**config.mk**
```make
export PLATFORM = sky130hd
export DESIGN_NAME = wb_stage
export DESIGN_NICKNAME = d
export VERILOG_FILES = /design/src/rtl/wb_stage.sv
export SDC_FILE = /design/constraint.sdc
export NUM_CORES = 1
export LEC_CHECK = 0
export CAP_MARGIN = 10
export CORE_MARGIN = 2
export CORE_UTILIZATION = 47
export CTS_CLUSTER_SIZE = 8
export DETAILED_ROUTE_END_ITERATION = 12
export HOLD_SLACK_MARGIN = 0.1
export PLACE_DENSITY_LB_ADDON = 0.08
export REMOVE_ABC_BUFFERS = 1
export SYNTH_ARGS = -nofsm -noshare
export SYNTH_HDL_FRONTEND = slang
export SYNTH_SLANG_ARGS = --single-unit
```
**constraint.sdc**
```tcl
create_clock -name clk -period 2.8 [get_ports clk]
set_clock_uncertainty 0.1 [all_clocks]
set_input_delay 0.28 -clock clk [delete_from_list [all_inputs] [get_ports clk]]
set_output_delay 0.28 -clock clk [all_outputs]
set_load 0.05 [all_outputs]
```
**src/rtl/wb_stage.sv**
```systemverilog
// Writeback stage: holds one instruction from MEM, waits for load data, drives the regfile port.
// Optional retired-instruction counter enabled with `define WB_INSTRET_EN.
module wb_stage #(
  parameter int unsigned XLEN = 32
) (
  input  logic            clk,
  input  logic            rst,
  input  logic            in_valid,
  output logic            in_ready,
  input  logic [4:0]      in_rd,
  input  logic            in_regwrite,
  input  logic [1:0]      in_wbsel,
  input  logic [XLEN-1:0] in_alu_out,
  input  logic [XLEN-1:0] in_pc,
  input  logic [2:0]      in_funct3,
  input  logic            dmem_resp,
  input  logic [XLEN-1:0] dmem_rdata,
  output logic            rf_load,
  output logic [4:0]      rf_dest,
  output logic [XLEN-1:0] rf_in,
  output logic            load_pending,
`ifdef WB_INSTRET_EN
  output logic [63:0]     instret,
`endif
  output logic [4:0]      pending_rd
);

  typedef enum logic [1:0] {StEmpty, StHold, StWaitMem} state_e;

  state_e            state_q;
  logic [4:0]        rd_q;
  logic              regwrite_q;
  logic [1:0]        wbsel_q;
  logic [XLEN-1:0]   alu_q;
  logic [XLEN-1:0]   pc_q;
  logic [2:0]        funct3_q;

  logic              commit;
  logic              xfer;
  logic [7:0]        byte_sel;
  logic [15:0]       half_sel;
  logic [XLEN-1:0]   load_data;

  assign commit   = (state_q == StHold) || ((state_q == StWaitMem) && dmem_resp);
  assign in_ready = (state_q == StEmpty) || commit;
  assign xfer     = in_valid && in_ready;

  always_ff @(posedge clk or posedge rst) begin
    if (rst) begin
      state_q    <= StEmpty;
      rd_q       <= '0;
      regwrite_q <= 1'b0;
      wbsel_q    <= 2'b00;
      alu_q      <= '0;
      pc_q       <= '0;
      funct3_q   <= '0;
    end else if (xfer) begin
      state_q    <= (in_wbsel == 2'b01) ? StWaitMem : StHold;
      rd_q       <= in_rd;
      regwrite_q <= in_regwrite;
      wbsel_q    <= in_wbsel;
      alu_q      <= in_alu_out;
      pc_q       <= in_pc;
      funct3_q   <= in_funct3;
    end else if (commit) begin
      state_q    <= StEmpty;
    end
  end

  // Load data comes straight from the bus in the response cycle; nothing is registered.
  always_comb begin
    byte_sel = 8'h00;
    unique case (alu_q[1:0])
      2'd0: byte_sel = dmem_rdata[7:0];
      2'd1: byte_sel = dmem_rdata[15:8];
      2'd2: byte_sel = dmem_rdata[23:16];
      2'd3: byte_sel = dmem_rdata[31:24];
      default: byte_sel = 8'h00;
    endcase
    half_sel = alu_q[1] ? dmem_rdata[31:16] : dmem_rdata[15:0];
    case (funct3_q)
      3'b000:  load_data = {{24{byte_sel[7]}}, byte_sel};
      3'b100:  load_data = {24'h000000, byte_sel};
      3'b001:  load_data = {{16{half_sel[15]}}, half_sel};
      3'b101:  load_data = {16'h0000, half_sel};
      default: load_data = dmem_rdata;
    endcase
  end

  always_comb begin
    case (wbsel_q)
      2'b01:   rf_in = load_data;
      2'b10:   rf_in = pc_q + XLEN'(4);
      default: rf_in = alu_q;
    endcase
  end

  assign rf_load      = commit && regwrite_q && (rd_q != 5'd0);
  assign rf_dest      = rd_q;
  assign load_pending = (state_q == StWaitMem) && !dmem_resp;
  assign pending_rd   = rd_q;

`ifdef WB_INSTRET_EN
  logic [63:0] instret_q;

  always_ff @(posedge clk or posedge rst) begin
    if (rst) begin
      instret_q <= '0;
    end else if (commit) begin
      instret_q <= instret_q + 64'd1;
    end
  end

  assign instret = instret_q;
`endif

endmodule

```
# [Word level (Yosys, flattened, before mapping)]
# Cells that the tools add are included.
[classes] addsub=1 eq_ne=11 n_mux=7 n_reduce_logical=13
[op_table] operator="$pmux W32 S4" count=1
[op_table] operator="$pmux W32 S2" count=1
[op_table] operator="$add A32 B3 Y32 const B" count=1
[op_table] operator="$pmux W8 S4" count=1
[op_table] operator="$mux W16" count=1
[op_table] operator="$eq A2 B1 Y1 const B" count=4
[op_table] operator="$eq A2 B2 Y1 const B" count=4
[op_table] operator="$eq A3 B3 Y1 const B" count=2
[op_table] operator="$mux W2" count=3
[op_table] operator="$logic_and A1 B1 Y1" count=5
[op_table] operator="$reduce_bool A5 Y1" count=1
[op_table] operator="$logic_not A2 Y1" count=2
[op_table] operator="$eq A3 B1 Y1 const B" count=1
[op_table] operator="$logic_not A3 Y1" count=1
[op_table] operator="$logic_or A1 B1 Y1" count=2
[op_table] operator="$reduce_bool A2 Y1" count=1
[op_table] operator="$logic_not A1 Y1" count=1
[word_totals] ff_bits=77 in_bits=111 out_inout_bits=45 elab_cells=39

# [Longest topological paths before layout]
[logic_depth] ltp_word=6 ltp_mapped=8 depth_no_buf=7

# [Least setup slack after synthesis]
# No wires, ideal clock.
[synth_timing] path_type="register to output" from="register state_q[0]" to="output port rf_load" t_arrival_ps=2710 required_time_ps=2420 slack_ps=-290 stages_incl_launch_ff=4 cell_sequence="dfrtp_1 -> o21ai_0 -> o211ai_1 -> a21oi_1"
[synth_between] elab_chain_len=5 word_cells_on_any_way=6 classes_between="eq/ne: 2; reduce/logical: 4"
[synth_rtl] element="start, declared" line_no="30" source="state_e state_q;"
[synth_rtl] element="start signal, assigned" line_no="50" source="state_q <= StEmpty;"
[synth_rtl] element="start signal, assigned" line_no="58" source="state_q <= (in_wbsel == 2'b01) ? StWaitMem : StHold;"
[synth_rtl] element="start signal, assigned" line_no="66" source="state_q <= StEmpty;"
[synth_rtl] element="$eq A2 B2 Y1" line_no="44" source="assign commit = (state_q == StHold) || ((state_q == StWaitMem) && dmem_resp);"
[synth_rtl] element="$logic_and A1 B1 Y1" line_no="44"
[synth_rtl] element="$logic_or A1 B1 Y1 (*)" line_no="44"
[synth_rtl] element="$logic_and A1 B1 Y1 (*) (2 in series)" line_no="98" source="assign rf_load = commit && regwrite_q && (rd_q != 5'd0);"
[synth_rtl] element="end, declared" line_no="18" source="output logic rf_load,"
# Every way passes the cells marked *; elsewhere a longest branch is shown, timed or not.

# [Worst setup path in the final report]
[layout_timing] from="register funct3_q[0]" to="output port rf_in[7]"
[layout_between] elab_chain_len=3 word_cells_on_any_way=6 classes_between="eq/ne: 3; mux: 2; reduce/logical: 1"
[layout_rtl] element="start, declared" line_no="36" source="logic [2:0] funct3_q;"
[layout_rtl] element="start signal, assigned" line_no="64" source="funct3_q <= in_funct3;"
[layout_rtl] element="$eq A3 B3 Y1 (tied with other cells)" line_no="81" source="case (funct3_q)"
[layout_rtl] element="$pmux W32 S4 (*)" line_no="81"
[layout_rtl] element="$pmux W32 S2 (*)" line_no="91" source="case (wbsel_q)"
[layout_rtl] element="end, declared" line_no="20" source="output logic [XLEN-1:0] rf_in,"
# Marks and branches as above.

==> results_dict.tcl <==
set metrics [dict create \
    cts-root-buf "clkbuf_8" \
    dp_cells 728 \
    placed_area_um2 6360 \
    path_cells "nand2b_1 > mux2_2 > o2111ai_1 > o211ai_1 > buf_4" \
    initial_utilization_pct 48.1 \
    tightestPinTransition_ps 513 \
    path_max_fanout 13 \
    io_buffers 155 \
    worstPathRequired_ps 2420 \
    grt.overflow.total 0 \
    coreArea_um2 9680 \
    antenna_left 0 \
    dieHeight_um 104 \
    peakVddDrop_uv 554 \
    syn_area_um2 4660 \
    post-route-drc-count 0 \
    synth_top_cell_area_share_pct 41.4 \
    cp.arrival_ps 2320 \
    critical_path.max_stage_delay_ps 600 \
    vias 4208 \
    cts_max_level 3 \
    fin_crit_ps 2700 \
    fp.dieW_um 104 \
    fmax_mhz 370 \
    grt_max_degree 78 \
    hpwl_um 10300 \
    clkTransAtPathRegs_ps 80 \
    setup_violations 0 \
    core.rowCount 36 \
    yosysSeqAreaShare_pct 41.4 \
    gp_congestion 0.972 \
    finalCritPeriodShare_pct 96.4 \
    synth-seq-cells 77 \
    outcome "finished, final reports clean" \
    grt_pass1_wl_um 21900 \
    num-nets-final 721 \
    first_global_vias 4289 \
    layout_common_cells "clkdlybuf4s50_1 (122), dfrtp_1 (77), mux2_2 (69)" \
    drt-vias-per-instance 5.65 \
    stdcell_area_um2 6600 \
    area_delta_synth_final_pct 41.5 \
    max_slew_margin_pct 65.7 \
    ys_warn_count 0 \
    slew_viol_final 0 \
    synth_top_area_cell "dfrtp_1" \
    fill_cells 800 \
    synth_edf_count 0 \
    routedWlPerCell_um 18.3 \
    power_density_nw_per_um2 743 \
    grt_usage_pct 25.9 \
    clkSinkCount 77 \
    antenna_found_initial 0 \
    syn_area_per_cell_um2 10.3 \
    syn_inst 454 \
    wirelength_um 13600 \
    criticalPathCategory "reg -> out" \
    drt_iter0_markers 217 \
    clockBufferDepth 2 \
    n_antenna_cell 0 \
    leakage_uw 0.00259 \
    crit_path_end_kind "primary output" \
    finalHoldViolations 0 \
    drive_above_1_share_pct 25.8 \
    final_common_cell "clkdlybuf4s50_1" \
    hold_buffers 0 \
    cts_tree "yes" \
    hold_class "in -> async" \
    stdcell_count 745 \
    max_cap_viol_count 0 \
    setup_tns_ps 0 \
    ys_top_cells_by_area "dfrtp_1 (41%), mux2_2 (17%), nand2_1 (3.6%)" \
    die_area_um2 10700 \
    drt_pass1_iterations 4 \
    numCtsBuffers 9 \
    synth_top_flop_cell "dfrtp_1" \
    start_kind "flip-flop" \
    io_pins 156 \
    ys_async_sr_fraction_pct 100 \
    crit_slowest_cell "dfrtp_1" \
    clkLatencyLatePin_ps 360 \
    synth_cell_types 44 \
]
-- cell families after synthesis --
logic type	synth area share, %
buf+inv	4.57
fa+ha+maj	0.806
simple gates	13.6
flops	41.4
compound gates	15.1
mux	19.3
xor+xnor	5.26
-- final cells by class --
| cell class | instances | area [µm²] | area share, % |
|---|---|---|---|
| Multi-Input combinational cell | 334 | 2550 | 38.7 |
| Sequential cell | 77 | 1930 | 29.2 |
| Timing Repair Buffer | 175 | 1730 | 26.3 |
| Tap cell | 133 | 166 | 2.52 |
| Clock buffer | 13 | 159 | 2.41 |
| Inverter | 10 | 37.5 | 0.569 |
| Clock inverter | 3 | 20.0 | 0.304 |
-- worst paths after layout --
kind                        startpoint    endpoint  slack [ps]  depth (start not counted)
min reg2reg                  alu_q[25]   alu_q[25]         410                          1
max reg2reg                 state_q[0]    pc_q[26]         920                          5
max                        funct3_q[0]    rf_in[7]         100                          5
min                                rst  wbsel_q[0]         220                          3
min in group clk              in_pc[9]     pc_q[9]         370                          3
max in group asynchronous          rst   alu_q[17]        2040                          3
-- cell usage after synthesis, drive strengths merged (5+ instances only) --
library cell,count
clkbuf,16
nor2b,9
nor2,13
nor3,10
xnor2,14
o221ai,20
o211ai,11
a21oi,31
buf,17
nand4,8
a22oi,5
xor2,14
mux2,70
nand2b,5
and3,6
dfrtp,77
o22ai,6
inv,10
o21ai,18
nand3,15
nand2,45
mux2i,9
-- per-layer routing --
layer	routed length [µm]	global-route usage, %
met1	5500	33.2
met2	6540	40.9
met3	1230	8.56
met4	367	9.65
met5	0	0
-- metrics by stage --
stage	hold WS, ps	power [µW]	setup WS [ps]	utilization, %
2_1_floorplan	294	3130	-1490	-
3_3_place_gp	392	4080	218	65.7
3_5_place_dp	396	4100	200	65.7
4_1_cts	231	4900	56.7	67.6
5_1_grt	265	5160	-26.2	68.1
6_report	217	4900	101	68.1
-- power by group --
group	switching (µW)	internal, µW	total [µW]	leakage (µW)
sequential	203	1320	1520	0.000903
clock	413	370	783	0.0000857
combinational	1550	1050	2600	0.00160
total	2170	2730	4900	0.00259
-- worst max-delay path: cells and delay by family (launching register included) --
family	cells	cell delay, ps
AOI/OAI and AO/OA	2	410
buffers and inverters	1	210
DFF	1	600
muxes	1	370
and+or+nand+nor	1	360
-- registers in the layout (all words and copies together), names as in the netlist --
name / cells
alu_q: 32
funct3_q: 3
pc_q: 32
pending_rd: 5
regwrite_q: 1
state_q: 2
wbsel_q: 2
-- what timing repair did --
action | CTS | global route
pin swaps | 0 | 2
setup buffers | 0 | 1
resized for setup | 2 | 9
endpoints found under the setup margin | 2 | 25
(Power assumes the default switching activity.)
==> RTL edit, RTL diff (same settings) <==
Add a define of `WB_INSTRET_EN`.
--- a/src/rtl/wb_stage.sv
+++ b/src/rtl/wb_stage.sv
@@ -1,5 +1,7 @@
 // Writeback stage: holds one instruction from MEM, waits for load data, drives the regfile port.
 // Optional retired-instruction counter enabled with `define WB_INSTRET_EN.
+`define WB_INSTRET_EN
+
 module wb_stage #(
   parameter int unsigned XLEN = 32
 ) (
Behaviour (old outputs only; new: instret): unchanged (equiv_simple and equiv_induct, registers matched by name and starting in step).
==> RTL edit against the original RTL <==
  * The flow now finishes with violations (setup timing)
  * Cell area grew 70%
  * Clock power grew to 2.9 times the old value
  * Die area grew 59%
  * Sequential cell count grew 64
  * Synthesized area grew 62%
  * Sequential share of layout area grew 2.2 points
  * Highest routed layer unchanged
  * Wire length grew 76%
  * Power grew 68%
  * Worst setup slack lost 0.13 ns
==> RTL edit: results (changes against the original RTL) <==
stage,metric,value,unit,change
status,status,"complete, but fails checks",,was finished clean
status,failing checks,setup timing,,
logic_synthesis,library cells used by synthesis,51,,was 44
clock_network,Skew-Pair Late Insertion Delay,0.42,ns,was 0.36 ns
setup_path,CP max-delay cell,mux4_2,,was dfrtp_1
global_routing,M1 GR Usage,36.0,%,was 33.2%
clock_network,root buf cell,clkbuf_16,,was clkbuf_8
placed_design,Placed Instances,1162,,was 728
timing,Slew @ Worst Pin,0.674,ns,was 0.513 ns
placed_design,Placer Congestion,0.910,,was 0.972
logic_synthesis,largest cells by area after synthesis,"dfrtp_1, mux2_2, xnor2_1",,"was dfrtp_1, mux2_2, nand2_1"
setup_path,reg2reg path depth,6,,was 5
setup_path,Worst R2R Setup Slack,0.14,ns,was 0.92 ns
logic_synthesis,Syn Inst Count,726,,was 454
route,DR vias/cell,5.59,,was 5.65
route,WL met3,1990,um,was 1230 um
setup_path,"Arr. time, crit path",2.45,ns,was 2.32 ns
route,wire length per cell,19.9,um,was 18.3 um
route,met1 WL,10000,um,was 5500 um
placed_design,Placement Setup Slack,0.0435,ns,was 0.200 ns
clock_network,htree depth,4,,was 3
clock_network,clk slew on worst S/H paths,0.06,ns,was 0.08 ns
global_routing,met2 Use GR,45.4,%,was 40.9%
global_routing,met3 usage,8.18,%,was 8.56%
setup_path,FF-to-FF Start,instret[5]$_DFFE_PP0P_,,was state_q[0]$_DFFE_PP0P_
route,Starting DRT DRC Count,441,,was 217
route,metal2 WL,11500,um,was 6540 um
logic_synthesis,Post-synth top cells,"dfrtp_1, mux2_2, nand2_1, xnor2_1, o21ai_0",,"was dfrtp_1, mux2_2, nand2_1, a21oi_1, o221ai_1"
setup_path,crit-path max FO,5,,was 13
logic_synthesis,"Seq/Total Area, Yosys",46.8,%,was 41.4%
setup_path,Worst Setup SP,alu_q[1]$_DFFE_PP0P_,,was funct3_q[0]$_DFFE_PP0P_
global_routing,first-pass GRT wire length,36200,um,was 21900 um
timing,hold_ws,0.216,ns,was 0.217 ns
route,total wire length,24000,um,was 13600 um
global_routing,GRT Resource Usage Total,27.8,%,was 25.9%
setup_path,worst reg2reg endpoint,instret[57]$_DFFE_PP0P_,,was pc_q[26]$_DFFE_PP0P_
layout,Total Nets Final,1095,,was 721
timing,final setup vio count,1,,was 0
placed_design,port bufs,219,,was 155
power,Net Sw Frac,38.2,%,was 44.3%
placed_design,HPWL Detailed,17200,um,was 10300 um
power,maximum VDD drop,0.640,mV,was 0.554 mV
timing,Setup WS post-layout,-0.0312,ns,was 0.101 ns
==> RTL edit: cell types whose count changed after synthesis, sizes merged, moves of 13 or more <==
| cell | before | now |
|---|---|---|
| xnor2 | 14 | 50 |
| nor4 | 3 | 18 |
| xor2 | 14 | 41 |
| nor3 | 10 | 23 |
| dfrtp | 77 | 141 |
| nand4 | 8 | 26 |
| nand3 | 15 | 30 |
| o21ai | 18 | 44 |
| nor2 | 13 | 34 |
==> RTL edit: logic make-up after synthesis <==
logic type	count (synthesis)	synth area share, %
compound gates	122	10.2
xor+xnor	91	10.6
fa+ha+maj	4	0.663
buf+inv	63	3.86
flops	141	46.8
mux	76	11.4
simple gates	229	16.6
==> RTL edit: power by group through the flow <==
stage / sequential [W] / clock, W / combinational, W
floorplan: 0.00276 / 0 / 0.00161
global placement: 0.00252 / 0 / 0.00315
detailed placement: 0.00254 / 0 / 0.00318
CTS: 0.00249 / 0.00233 / 0.00326
global route: 0.00254 / 0.00242 / 0.00359
finish: 0.00250 / 0.00230 / 0.00343
==> RTL edit: worst max-delay path: cells and delay by family, from the launching register on <==
kind | cells | cell delay, ns
multiplexers | 1 | 0.55
buffers and inverters | 2 | 0.43
flip-flops | 1 | 0.38
AO/OA/AOI/OAI | 3 | 0.48
AND/OR/NAND/NOR | 1 | 0.19
==> RTL edit: final cells by class <==
class,instances,area (um^2),area share (%)
Clock buffer,19,443,3.94
Clock inverter,13,155,1.38
Inverter,21,83.8,0.746
Multi-Input combinational cell,522,3960,35.3
Sequential cell,141,3530,31.4
Tap cell,216,270,2.41
Timing Repair Buffer,277,2790,24.8
==> RTL edit: repair_timing <==
item,in CTS,in global routing
endpoints found under the setup margin,20,42
gates cloned,0,1
endpoints found under the hold margin,0,0
gates resized for setup,19,49
pin swaps,2,9
setup buffers,10,4
